--- src/rtl/orb_word_reader.sv ---
// orb_word_reader: reads FRAME_LEN orbit words from the shared orbit RAM and
// streams them MSB-first as one gapless NRZ bit stream. The next word is
// prefetched into a hold register while the current word is shifting. The
// packed temperature word at TEMP_ADDR is decoded onto a parallel output.
//
// Ports:
//   clk       system clock
//   rst       asynchronous active-low reset
//   start     frame request (asynchronous level, rising edge starts a frame)
//   rdData    RAM read data, valid 2 cycles after the cycle RE is high
//   rdAddr    RAM read address
//   RE        RAM read enable, one-cycle pulse per word
//   serOut    serial data, bit 11 first
//   wordStb   first clk cycle of bit 11 of every word
//   frameSync first clk cycle of bit 11 of word 0
//   busy      frame in progress
//   tempWord  decoded temperature {w[10:9], w[8:1]}
//   tempValid one-cycle pulse when tempWord updates
//   tempErr   temperature word had w[11] or w[0] set
module orb_word_reader #(
  parameter int unsigned FRAME_LEN = 1024,
  parameter int unsigned TEMP_ADDR = 479,
  parameter int unsigned BIT_DIV   = 4
) (
  input  logic        clk,
  input  logic        rst,
  input  logic        start,
  input  logic [11:0] rdData,
  output logic [10:0] rdAddr,
  output logic        RE,
  output logic        serOut,
  output logic        wordStb,
  output logic        frameSync,
  output logic        busy,
  output logic [9:0]  tempWord,
  output logic        tempValid,
  output logic        tempErr
);

  localparam int unsigned WORD_W = 12;
  localparam int unsigned ADDR_W = 11;
  localparam int unsigned DIV_W  = 8;
  localparam int unsigned BIT_W  = 4;
  localparam int unsigned TEMP_W = 10;

  localparam logic [DIV_W-1:0] DIV_LAST = DIV_W'(BIT_DIV - 1);
  localparam logic [BIT_W-1:0] BIT_MSB  = BIT_W'(WORD_W - 1);

  typedef enum logic [1:0] {IDLE, PRIME, SHIFT} state_t;

  state_t              state_q, state_d;
  logic                s1_q, s1_d, s2_q, s2_d, s3_q, s3_d;
  logic [ADDR_W-1:0]   rd_addr_q, rd_addr_d;
  logic                re_q, re_d;
  logic                re_p1_q, re_p1_d, re_p2_q, re_p2_d;
  logic [ADDR_W-1:0]   word_addr_q, word_addr_d;
  logic                busy_q, busy_d;
  logic [WORD_W-1:0]   sh_q, sh_d;
  logic [WORD_W-1:0]   hold_q, hold_d;
  logic [BIT_W-1:0]    bit_q, bit_d;
  logic [DIV_W-1:0]    div_q, div_d;
  logic                word_stb_q, word_stb_d;
  logic                frame_sync_q, frame_sync_d;
  logic [TEMP_W-1:0]   temp_word_q, temp_word_d;
  logic                temp_valid_q, temp_valid_d;
  logic                temp_err_q, temp_err_d;

  logic                start_rise_c;
  logic                do_load_c;
  logic [WORD_W-1:0]   load_word_c;
  logic [ADDR_W-1:0]   load_addr_c;

  // Next-state and output logic
  always_comb begin
    state_d      = state_q;
    s1_d         = start;
    s2_d         = s1_q;
    s3_d         = s2_q;
    rd_addr_d    = rd_addr_q;
    re_d         = 1'b0;
    re_p1_d      = re_q;
    re_p2_d      = re_p1_q;
    word_addr_d  = word_addr_q;
    busy_d       = busy_q;
    sh_d         = sh_q;
    hold_d       = hold_q;
    bit_d        = bit_q;
    div_d        = div_q;
    word_stb_d   = 1'b0;
    frame_sync_d = 1'b0;
    temp_word_d  = temp_word_q;
    temp_valid_d = 1'b0;
    temp_err_d   = temp_err_q;
    do_load_c    = 1'b0;
    load_word_c  = '0;
    load_addr_c  = '0;
    start_rise_c = s2_q & ~s3_q;

    case (state_q)
      IDLE: begin
        if (start_rise_c) begin
          rd_addr_d   = '0;
          re_d        = 1'b1;
          word_addr_d = '0;
          busy_d      = 1'b1;
          temp_err_d  = 1'b0;
          state_d     = PRIME;
        end
      end
      PRIME: begin
        // re_p2_q marks the cycle in which the word-0 read data is valid
        if (re_p2_q) begin
          do_load_c   = 1'b1;
          load_word_c = rdData;
          load_addr_c = word_addr_q;
          state_d     = SHIFT;
        end
      end
      SHIFT: begin
        if (re_p2_q) begin
          hold_d = rdData;
        end
        // First cycle of a word: prefetch the following one
        if (div_q == '0 && bit_q == BIT_MSB &&
            32'(word_addr_q) < FRAME_LEN - 1) begin
          rd_addr_d = word_addr_q + ADDR_W'(1);
          re_d      = 1'b1;
        end
        if (div_q == DIV_LAST) begin
          div_d = '0;
          if (bit_q != '0) begin
            bit_d = bit_q - BIT_W'(1);
            sh_d  = {sh_q[WORD_W-2:0], 1'b0};
          end else if (32'(word_addr_q) == FRAME_LEN - 1) begin
            sh_d      = '0;
            busy_d    = 1'b0;
            rd_addr_d = '0;
            state_d   = IDLE;
          end else begin
            do_load_c   = 1'b1;
            load_word_c = hold_q;
            load_addr_c = word_addr_q + ADDR_W'(1);
          end
        end else begin
          div_d = div_q + DIV_W'(1);
        end
      end
      default: state_d = IDLE;
    endcase

    // Start of a new word: shows bit 11 next cycle with strobes and temp decode
    if (do_load_c) begin
      sh_d         = load_word_c;
      bit_d        = BIT_MSB;
      div_d        = '0;
      word_addr_d  = load_addr_c;
      word_stb_d   = 1'b1;
      frame_sync_d = (load_addr_c == '0);
      if (32'(load_addr_c) == TEMP_ADDR) begin
        temp_word_d  = {load_word_c[10:9], load_word_c[8:1]};
        temp_valid_d = 1'b1;
        temp_err_d   = load_word_c[11] | load_word_c[0];
      end
    end
  end

  // State and datapath registers
  always_ff @(posedge clk or negedge rst) begin
    if (!rst) begin
      state_q      <= IDLE;
      s1_q         <= 1'b0;
      s2_q         <= 1'b0;
      s3_q         <= 1'b0;
      rd_addr_q    <= '0;
      re_q         <= 1'b0;
      re_p1_q      <= 1'b0;
      re_p2_q      <= 1'b0;
      word_addr_q  <= '0;
      busy_q       <= 1'b0;
      sh_q         <= '0;
      hold_q       <= '0;
      bit_q        <= '0;
      div_q        <= '0;
      word_stb_q   <= 1'b0;
      frame_sync_q <= 1'b0;
      temp_word_q  <= '0;
      temp_valid_q <= 1'b0;
      temp_err_q   <= 1'b0;
    end else begin
      state_q      <= state_d;
      s1_q         <= s1_d;
      s2_q         <= s2_d;
      s3_q         <= s3_d;
      rd_addr_q    <= rd_addr_d;
      re_q         <= re_d;
      re_p1_q      <= re_p1_d;
      re_p2_q      <= re_p2_d;
      word_addr_q  <= word_addr_d;
      busy_q       <= busy_d;
      sh_q         <= sh_d;
      hold_q       <= hold_d;
      bit_q        <= bit_d;
      div_q        <= div_d;
      word_stb_q   <= word_stb_d;
      frame_sync_q <= frame_sync_d;
      temp_word_q  <= temp_word_d;
      temp_valid_q <= temp_valid_d;
      temp_err_q   <= temp_err_d;
    end
  end

  assign rdAddr    = rd_addr_q;
  assign RE        = re_q;
  assign serOut    = sh_q[WORD_W-1];
  assign wordStb   = word_stb_q;
  assign frameSync = frame_sync_q;
  assign busy      = busy_q;
  assign tempWord  = temp_word_q;
  assign tempValid = temp_valid_q;
  assign tempErr   = temp_err_q;

endmodule

--- config.mk ---
export PLATFORM = sky130hd
export DESIGN_NAME = orb_word_reader
export DESIGN_NICKNAME = d
export VERILOG_FILES = /design/src/rtl/orb_word_reader.sv
export SDC_FILE = /design/constraint.sdc
export NUM_CORES = 1
export LEC_CHECK = 0
export ABC_AREA = 1
export CAP_MARGIN = 20
export CORE_MARGIN = 1
export CORE_UTILIZATION = 60
export CTS_CLUSTER_SIZE = 20
export DETAILED_ROUTE_END_ITERATION = 8
export GPL_TIMING_DRIVEN = 0
export PLACE_DENSITY = 0.83
export SETUP_SLACK_MARGIN = 0.4
export SYNTH_ARGS = -nofsm -noshare
export SYNTH_HDL_FRONTEND = slang
export SYNTH_SLANG_ARGS = --single-unit
--- constraint.sdc ---
create_clock -name clk -period 3.7 [get_ports clk]
set_input_delay 0.74 -clock clk [delete_from_list [all_inputs] [get_ports clk]]
set_output_delay 0.74 -clock clk [all_outputs]
set_load 0.1 [all_outputs]
* After elaboration in Yosys (flattened, before gate mapping)
Cells that the tools add are included.
Widths: inputs -> output; s select.
** Operators by class
- Add/subtract/negate cells :: 3
- Magnitude comparators :: 1
- Eq/ne operators :: 11
- Muxes and demuxes :: 57
- Bitwise logic cells :: 3
- Reduce and logical (&&, ||, !) cells :: 21
** Operator list (number)
- $mux 11 :: 11
- $mux 12 :: 9
- $pmux 11 s2 :: 2
- $mux 8 :: 3
- $pmux 12 s2 :: 1
- $mux 1 :: 18
- $mux 4 :: 4
- $reduce_bool 2->1 :: 6
- $add 11x1->11 const B :: 1
- $eq 11x10->1 const B :: 1
- $eq 11x9->1 const B :: 1
- $logic_not 11->1 :: 1
- $lt 11x10->1 const B :: 1
- $mux 2 :: 5
- $ne 2x2->1 const B :: 5
- $reduce_and 5->1 :: 2
- $add 8x1->8 const B :: 1
- $eq 8x2->1 const B :: 1
- $logic_not 8->1 :: 1
- $reduce_and 2->1 :: 4
- $pmux 1 s2 :: 3
- $pmux 2 s3 :: 1
- $reduce_and 3->1 :: 2
- $eq 4x4->1 const B :: 1
- other kinds (10) :: 11
** Word-level totals
- Register bits :: 81
- Input port bits :: 15
- Output and inout bits :: 28
- Logic and storage cells :: 115

* Longest topological paths before layout
Gate-level depths: netlist of the first run.
- Depth after elaboration :: 8
- Depth in mapped cells :: 15
- Gate-level depth less buffers :: 14

* Least setup slack after synthesis of the first run
OpenSTA, ideal clock, no wires.
- Path type :: register to register
- From :: register word_addr_q[0]
- To :: register temp_word_q[1] (netlist: tempWord[1])
- Setup time :: 0.120 ns
- Data arrival time :: 1.869 ns
- Slack :: 1.711 ns
- Cell stages (with the launch flop) :: 15
- Buffers on the path :: 1
- Clock period less this slack :: 1.989 ns
- Cell sequence :: dfrtp_1 -> ha_1 -> nand2_1 -> nor2_2 -> nand3_1 -> nand2_2 -> nor2_8 -> nand2_1 -> nand2_1 -> nand3_1 -> nor2_1 -> nand3_2 -> buf_6 -> nand2_1 -> nand2_1
** Between the ends
- Word-level cells in the longest chain between the ends :: 7
** RTL lines
- start, declared :: RTL line 56 : logic [ADDR_W-1:0] word_addr_q, word_addr_d;
- start signal, assigned :: RTL line 198 : word_addr_q <= word_addr_d;
- $add 11x1->11 or $eq 11x10->1 (tied branches) :: RTL line 142, 134
- $mux 11 :: RTL line 134 : end else if (32'(word_addr_q) == FRAME_LEN - 1) begin
- $mux 11 :: RTL line 131 : if (bit_q != '0) begin
- $mux 11 :: RTL line 129 : if (div_q == DIV_LAST) begin
- $pmux 11 s2 :: RTL line 99 : case (state_q)
- $eq 11x9->1 :: RTL line 159 : if (32'(load_addr_c) == TEMP_ADDR) begin
- $reduce_and 2->1 (no source line)
- end signal, assigned :: RTL line 206 : temp_word_q <= temp_word_d;
- end, declared :: RTL line 64 : logic [TEMP_W-1:0] temp_word_q, temp_word_d;
Parallel ways exist; a longest one is shown, timed or not.
A chain may end at the register's enable or synchronous reset.

* Final worst setup path of the first run
- From :: register re_q (netlist: RE)
- To :: output RE
** RTL lines
- start, declared :: RTL line 54 : logic re_q, re_d;
- start signal, assigned :: RTL line 195 : re_q <= re_d;
- end, declared :: RTL line 30 : output logic RE,
No word-level cell between the ends.

==> reports/qor.yml, run 1 <==
route.antenna.remaining_nets: 0
grt_antenna_before_repair: 0
first_global_vias: 3919
worstReg2RegStart: "state_q[1]"
reg2reg_slack_ns: 1.19
cp_num_buf_inv: 1
crit_path_leading_delay_family: "buffers and inverters"
worstRegToRegCells: 11
rows: 30
drive_above_1_share_pct: 7.56
netlist_area_mm2: 0.00435
cpMaxStageDelayCell: "clkdlybuf4s50_1"
placement.cell_area_mm2: 0.00492
drt_iter0_drc: 291
detailroute.via_count: 4062
count_of_cell_instances_traversed_by_the_critical_path: 1
groute.usage.overall_pct: 30.5
number_of_synthesized_flops_with_an_enable_pin: 0
grt_overflow_total: 0
cts_num_sinks: 81
worstHoldPathType: "input port to asynchronous set/reset pin"
synth_cell_types: 31
setup.worst_path.end_class: "output port"
instances_no_fill: 731
floorplan.core_area_mm2: 0.00691
peakVddDrop_v: 0.000382
power_density_mw_per_mm2: 638
drc: 0
power.leakage_nw: 2.59
worst_r2r_endpoint: "tempWord[6]"
period_needed_ns: 2.62
placed_cells: 715
worstMarginPinSlew_ns: 0.991
max-clock-path-buffers: 2
first_pass_grt_wire_length_um: 17700
synthArstFlopShare_pct: 100
final_cell_area_mm2: 0.00514
setup_viol: 0
die_area_mm2: 0.00760
ioPinCount: 43
critical_path.max_stage_delay_ns: 1.14
cts_made_buffers: 9
max-slew-margin-rel_pct: 33.8
cp.required_ns: 2.96
synth_top_cells_by_area: "dfrtp_1 47%, nand2_1 15%, inv_1 6.6%"
max_clock_freq_mhz: 382
status: "completed"
drv_cap: 0
post-cts-setup-buffer-count: 0
cts_repair_resize_count: 0
clk-insertion-delay-late_ns: 0.36
weighted_congestion_at_the_end_of_routability_driven_global_placement: 0.902
routed_wire_length_per_instance_um: 14.2
hold_viol: 0
htree_levels: 3
avgViaCountPerCell: 5.56
area_growth_pct: 18.2
endpoint_arrival_time_on_the_critical_path_ns: 1.88
yosys.area.top_type: "dfrtp_1"
setup.worst_path.end: "RE"
part_of_the_yosys_area_used_for_sequential_elements_pct: 46.6
synth_top_area_share_pct: 46.6
detail_route.wirelength_um: 10400
root_buffer: "clkbuf_8"
finalNetCount: 653
synthesis.instances: 576
path_max_fanout: 2
finalMaxSlewViolations: 0
insertedDiodeCount: 0
worst-setup-path-type: "register to output port"
filler_cell_count: 568
total_power_mw: 3.28
sequential_cell_area_mm2: 0.00203
synth_seq_cells: 81
dp.final_hpwl_um: 7740
port-buffer-count: 42
drt_pass1_iterations: 5
start_util_pct: 63.0
die_w_um: 87.2
clk_pin_slew_worst_paths_ns: 0.09
avgSynthCellArea_um2: 7.55
yosys_warnings: 0
critPathLaunchType: "register"
cts_tree: "yes"
final.setup.tns_ns: 0
cts_hold_repair.buffers: 0
synth_flop_cell: "dfrtp_1"
fin_worst_skew_ns: 0.00667
finalCritPeriodShare_pct: 70.7
hold_slack_ns: 0.297
grt_max_degree: 54
setup_repair_after_global_routing_missed_its_margin: "no"
synth_nets: 599
critical_path.cell_chain: "clkdlybuf4s50_1"
cp-startpoint: "RE"
fp.dieH_um: 87.2
multi_input_comb_area_mm2: 0.00192
-- layout make-up --
cell class	count	share of cell area, %
flip-flops and latches	81	39.4
plain buffers	22	2.24
clock buffers	10	2.68
multi-input cells	395	37.2
repair buffers	43	8.66
inverters	78	5.69
clock inverters	6	1.75
well taps	96	2.34
-- state kept, by name, summed over array words and instances (netlist names) --
register and count:
state_q 2, sh_q 12, frameSync 1, word_addr_q 11, tempWord 10, re_p1_q 1, bit_q 4, RE 1
div_q 8, hold_q 12, s2_q 1, busy 1, s3_q 1, re_p2_q 1, tempErr 1, s1_q 1
wordStb 1, rdAddr 11, tempValid 1
-- metrics by stage --
step | util, % | setup slack (ns)
2_1_floorplan | - | 1.71
3_3_place_gp | 70.8 | -0.954
3_5_place_dp | 71.2 | 1.27
4_1_cts | 74.5 | 1.08
5_1_grt | 74.5 | 0.994
6_report | 74.5 | 1.08
-- logic make-up after synthesis --
group | Yosys count | share of synthesized area (%)
buffers and inverters | 100 | 9.38
DFF | 81 | 46.6
and+or+nand+nor | 297 | 29.9
adders and majority gates | 8 | 2.30
xor gates and xnor gates | 4 | 0.805
AOI/OAI and AO/OA | 86 | 11.0
-- cell usage after synthesis, types with 2 or more instances --
master and n:
a21oi_1 18, buf_2 8, buf_4 4, clkbuf_1 9, dfrtp_1 81, ha_1 8
inv_1 77, nand2_1 171, nand2_2 3, nand3_1 50, nand4_1 17, nor2_1 37
nor2_2 5, nor2_4 2, nor3_1 7, o21a_1 2, o21ai_0 56, o21ai_4 2
o21bai_1 2, o22ai_1 3, xor2_1 4
-- worst min-delay path by stage --
stage | start | to | slack (ns) | cells past startpoint
after detailed placement | s1_q | s2_q | 0.34 | 0
final | rst | div_q[7] | 0.30 | 1
after global routing | rst | div_q[7] | 0.33 | 1
after global placement | s1_q | s2_q | 0.34 | 0
after floorplan | re_p1_q | re_p2_q | 0.33 | 0
after CTS | rst | div_q[4] | 0.31 | 1
-- metal layers --
metal	wire, um	global-route usage (%)
met2	5100	52.0
met3	475	4.45
met5	0	0
met4	357	15.8
met1	4480	37.9
-- placed cells by master (no fill, tap or decap), types with 2 or more instances in the layout --
cell	Yosys	final
a21oi_1	18	18
buf_2	8	8
buf_4	4	5
bufinv_16	0	2
clkbuf_1	9	9
clkbuf_8	0	10
clkdlybuf4s50_1	0	41
dfrtp_1	81	81
ha_1	8	8
inv_1	77	77
nand2_1	171	171
nand2_2	3	3
nand3_1	50	50
nand4_1	17	17
nor2_1	37	37
nor2_2	5	5
nor2_4	2	2
nor3_1	7	7
o21a_1	2	2
o21ai_0	56	56
o21ai_4	2	2
o21bai_1	2	2
o22ai_1	3	3
xor2_1	4	4
-- where the power goes --
| part | switching [mW] | total (mW) | internal, mW | leakage, nW |
|---|---|---|---|---|
| clock network | 0.337 | 0.738 | 0.401 | 0.113 |
| registers | 0.143 | 1.25 | 1.11 | 0.974 |
| logic | 0.915 | 1.29 | 0.375 | 1.51 |
| total | 1.40 | 3.28 | 1.88 | 2.59 |
Note: power is estimated with default switching activity, not from simulation.
==> run 2: changes to the inputs <==
CORE_UTILIZATION = 52   (was 60)
PLACE_DENSITY = 0.77   (was 0.83)
clock period = 2.2 ns   (was 3.7 ns; I/O delays follow)
==> run 2 against run 1 <==
Effect of this change:
- the run now ends with setup timing left
- non-clock buffer count up 58
- final cell count increased by 8.8%
- die area grew 15%
- highest routed layer unchanged
==> reports/qor.yml, run 2 (synthesis results as in run 1) <==
setup_repair_after_global_routing_missed_its_margin: "yes"
dp.final_hpwl_um: 7940
area_growth_pct: 46.1
cts_num_sinks: 81
grt_max_degree: 58
drt_pass1_iterations: 5
max-slew-margin-rel_pct: 63.2
worstRegToRegCells: 13
cts_made_buffers: 9
first_global_vias: 4399
drv_cap: 0
setup_viol: 11
layout_top_registers: "hold_q: 12 flops, sh_q: 12 flops"
htree_levels: 3
layout.cells.most_common_list: "125 x nand2_1, 79 x dfrtp_1, 69 x inv_1, 43 x buf_4, 41 x o21ai_0"
weighted_congestion_at_the_end_of_routability_driven_global_placement: 0.932
power_density_mw_per_mm2: 1040
path_max_fanout: 6
peakVddDrop_v: 0.000651
floorplan.core_area_mm2: 0.00793
worstHoldPathType: "register to register"
max_clock_freq_mhz: 426
setup.worst_path.end: "tempWord[1]"
worst_r2r_endpoint: "tempWord[1]"
power.leakage_nw: 3.08
insertedDiodeCount: 0
finalNetCount: 711
die_w_um: 93.5
status: "finished with violations"
total_power_mw: 6.62
start_util_pct: 54.9
final_worst_path_setup_slack_ns: -0.149
root_buffer: "clkbuf_8"
avgViaCountPerCell: 6.13
reg2reg_slack_ns: -0.15
period_needed_ns: 2.35
finalMaxSlewViolations: 0
setup.worst_path.end_class: "register"
grt_overflow_total: 0
clk-insertion-delay-late_ns: 0.38
violations_in_the_final_reports: "setup timing"
route.antenna.remaining_nets: 0
ioPinCount: 43
worstMarginPinSlew_ns: 0.555
worstReg2RegStart: "div_q[4]"
grt_antenna_before_repair: 0
routed_wire_length_per_instance_um: 20.0
port-buffer-count: 42
detailroute.via_count: 4870
fp.dieH_um: 93.5
max-clock-path-buffers: 2
hold_slack_ns: 0.353
first_pass_grt_wire_length_um: 21500
worst-setup-path-type: "register to register"
cp-startpoint: "div_q[4]"
critPathLaunchType: "register"
drt_iter0_drc: 545
leading_cell_type_in_the_layout_fill_and_taps_excluded: "nand2_1"
detail_route.wirelength_um: 15900
final.setup.tns_ns: -1.03
drc: 0
finalCritPeriodShare_pct: 107
drive_above_1_share_pct: 35.2
fin_worst_skew_ns: 0.0153
cp.required_ns: 2.44
die_area_mm2: 0.00874
endpoint_arrival_time_on_the_critical_path_ns: 2.59
hold_viol: 0
clk_pin_slew_worst_paths_ns: 0.08
groute.usage.overall_pct: 32.3
cts_tree: "yes"
rows: 32
run 2: per-layer routing:
metal / up-vias / global-route usage, % / part of all wire, %
met5: - / 0 / 0
met4: 0 / 18.2 / 7.1
met3: 120 / 7.48 / 9.7
met2: 394 / 52.8 / 47
met1: 2278 / 39.3 / 36
li1: 2078 / - / -
run 2: layout make-up:
| class | count | area (um2) |
|---|---|---|
| well taps | 102 | 128 |
| plain buffers | 22 | 210 |
| fillers | 448 | 1570 |
| flip-flops and latches | 81 | 2030 |
| clock buffers | 14 | 173 |
| multi-input cells | 395 | 2460 |
| clock inverters | 2 | 35.0 |
| inverters | 78 | 302 |
| repair buffers | 101 | 1020 |
run 2: per-stage QoR:
step	std cells	cell area [um2]	setup WS, ns	utilization, %
after floorplan	576	4420	0.323	-
after global placement	720	4960	-2.49	62.6
after detailed placement	721	4990	-0.0737	62.9
after CTS	785	5950	0.146	75.0
after global routing	795	6360	-0.228	80.2
final	795	6360	-0.149	80.2
run 2: power breakdown:
| group | internal, mW | total [mW] | leakage [nW] | switching [mW] |
|---|---|---|---|---|
| logic | 1.15 | 3.29 | 2.00 | 2.14 |
| clock network | 0.618 | 1.20 | 0.107 | 0.582 |
| registers | 1.87 | 2.13 | 0.971 | 0.268 |
| total | 3.64 | 6.62 | 3.08 | 2.99 |
run 2: how the worst min path moves through the flow:
stage               cells after the start    to  start
floorplan                               0    RE    rst
global placement                        0  s2_q   s1_q
detailed placement                      0  s2_q   s1_q
CTS                                     0  s2_q   s1_q
global route                            0  s2_q   s1_q
finish                                  0  s2_q   s1_q
run 2: worst max-delay path: stages (launching register included):
cell	delay (ns)
dfrtp_1	0.42
nor2_1	0.15
nand2_1	0.13
nor2_4	0.22
nand2_4	0.11
nor2_8	0.18
nand2_2	0.08
nand2_1	0.09
nand3_1	0.19
nor2_4	0.24
nand3_4	0.12
buf_6	0.16
nand2_2	0.05
nand2_1	0.09
run 2: repair_timing:
item / 4_1_cts / 5_1_grt
cloned: 7 / 1
endpoints found under the setup margin: 90 / 73
hold endpoints to repair: 24 / 0
pin swaps: 27 / 25
resized for setup: 192 / 86
hold buffers: 1 / 0
setup buffers: 40 / 9
==> run 3: changes to the inputs <==
TNS_END_PERCENT = 30   (was default)
==> run 3 against run 2 <==
Effect of this change:
- the flow finishes with violations (hold timing)
- maximum frequency up 9.0%
- utilization fell by 4.3 points
- count of clock-buffer cells in the layout down 3
- sequential share of layout area increased by 1.8 points
- sequential cell count unchanged
- global-route usage shrank 2.9 points
- clock power down 7%
- critical path depth is the same
- highest routed layer unchanged
==> reports/qor.yml, run 3 (synthesis results as in run 1) <==
avgViaCountPerCell: 5.63
route.antenna.remaining_nets: 0
drive_above_1_share_pct: 28.5
worstReg2RegStart: "word_addr_q[1]"
cp_num_buf_inv: 1
port-buffer-count: 42
fp.dieH_um: 93.5
first_global_vias: 4067
die_w_um: 93.5
ioPinCount: 43
insertedDiodeCount: 0
leading_cell_type_in_the_layout_fill_and_taps_excluded: "nand2_1"
fin_worst_skew_ns: 0.0182
path_max_fanout: 7
cts_tree: "yes"
setup_viol: 0
power_density_mw_per_mm2: 1010
root_buffer: "clkbuf_8"
filler_cell_count: 539
cts_hold_repair.buffers: 0
crit_path_leading_delay_family: "simple AND/OR/NAND/NOR gates"
rows: 32
status: "finished with violations"
grt_antenna_before_repair: 0
critical_path.max_stage_delay_ns: 0.41
critPathLaunchType: "register"
pwr-share-comb_pct: 47.4
worstMarginPinSlew_ns: 0.969
power.internal_mw: 3.40
instances_no_fill: 787
peakVddDrop_v: 0.000663
dp.final_hpwl_um: 8000
drc: 0
worstHoldPathType: "input port to asynchronous set/reset pin"
detail_route.wirelength_um: 13200
max_clock_freq_mhz: 464
area_growth_pct: 38.3
power_frac_clock_pct: 18.3
cp-startpoint: "word_addr_q[1]"
groute.usage.overall_pct: 29.4
layout_top_registers: "hold_q: 12 flops, sh_q: 12 flops"
power.leakage_nw: 2.98
die_area_mm2: 0.00874
cts_made_buffers: 9
clk-insertion-delay-late_ns: 0.36
grt_max_degree: 55
finalNetCount: 703
violations_in_the_final_reports: "hold timing"
hold_viol: 5
period_needed_ns: 2.16
clk_pin_slew_worst_paths_ns: 0.10
start_util_pct: 54.9
max-clock-path-buffers: 2
drv_cap: 0
swShare_pct: 44.2
setup.worst_path.end_class: "register"
endpoint_arrival_time_on_the_critical_path_ns: 2.40
htree_levels: 3
drt_pass1_iterations: 6
cpMaxStageDelayCell: "dfrtp_1"
placed_cells: 721
layout.cells.most_common_list: "139 x nand2_1, 79 x dfrtp_1, 69 x inv_1, 46 x o21ai_0, 46 x buf_4"
share_seq_of_total_power_pct: 34.4
final_worst_path_setup_slack_ns: 0.0441
finalCritPeriodShare_pct: 98.0
net-switching-power_mw: 2.69
critical_path.cell_chain: "ha_4 > nand2_4 > nor2_4 > nand3_4 > nand2_4 > nor2_8 > o21ai_4 > nand2_1 > nand2_2 > nand2_2 > buf_2 > nand2_1 > nand2_1"
cts_num_sinks: 81
first_pass_grt_wire_length_um: 19600
drt_iter0_drc: 360
worst-setup-path-type: "register to register"
cp.required_ns: 2.44
critical_path.most_common_cell: "nand2_1"
grt_overflow_total: 0
finalMaxSlewViolations: 0
hold_slack_ns: -0.0109
setup_repair_after_global_routing_missed_its_margin: "yes"
detailroute.via_count: 4427
floorplan.core_area_mm2: 0.00793
weighted_congestion_at_the_end_of_routability_driven_global_placement: 0.837
minimum_setup_slack_after_placement_ns: -0.124
max-slew-margin-rel_pct: 35.6
routed_wire_length_per_instance_um: 16.8
[run 3: cell types whose count changed in the layout (fill, tap and decap cells not counted), sizes merged]
cell           change
dlygate4sd3        -1
inv                +1
buf                -5
clkinvlp           +1
clkdlybuf4s15      -5
clkdlybuf4s18      -1
dlygate4sd2        +7
clkinv             +1
clkbuf             -6
[run 3: path summary, 6_finish.rpt]
path	end	slack [ns]	depth (start not counted)
max in group asynchronous	word_addr_q[2]	1.58	2
max reg2reg	sh_q[5]	0.04	13
min in group clk	re_p2_q	0.36	0
max	sh_q[5]	0.04	13
min reg2reg	re_p2_q	0.36	0
min	div_q[4]	-0.01	1
[run 3: cell type report]
class / instances / area, um2 / share of cell area [%]
multi-input cells: 395 / 2290 / 38.1
plain buffers: 22 / 200 / 3.33
flip-flops and latches: 81 / 2030 / 33.7
inverters: 78 / 302 / 5.01
clock inverters: 5 / 63.8 / 1.06
well taps: 102 / 128 / 2.12
repair buffers: 93 / 867 / 14.4
clock buffers: 11 / 131 / 2.18
[run 3: power by group through the flow]
stage	Combinational [mW]	Sequential, mW	Clock [mW]
after floorplan	1.16	2.58	0
after global placement	2.14	2.11	0
after detailed placement	2.20	2.13	0
after CTS	2.52	2.08	1.12
after global routing	3.12	2.12	1.18
final	2.89	2.09	1.11
[run 3: layer usage]
layer	track usage, %	routed length, um	up-vias
met5	0	0	-
met4	13.2	674	0
met3	4.39	881	68
met2	48.9	6380	230
met1	38.0	5280	2076
li1	-	-	2053
[run 3: stage by stage]
step / hold slack [ns] / TNS [ns] / utilization, % / total power [mW] / instance area (um2)
detailed placement: 0.353 / -0.930 / 62.8 / 4.33 / 4980
global placement: 0.333 / -181.96 / 62.5 / 4.25 / 4950
CTS: 0.000805 / 0 / 70.6 / 5.72 / 5600
floorplan: 0.144 / 0 / - / 3.74 / 4400
global route: 0.0109 / -0.0348 / 75.9 / 6.43 / 6010
finish: -0.0109 / 0 / 75.9 / 6.09 / 6010
[run 3: what timing repair did]
| item | CTS | global route |
|---|---|---|
| gates cloned | 1 | 2 |
| buffers inserted | 28 | 19 |
| endpoints found under the setup margin | 89 | 82 |
| pin swaps | 20 | 23 |
| gates resized for setup | 126 | 83 |
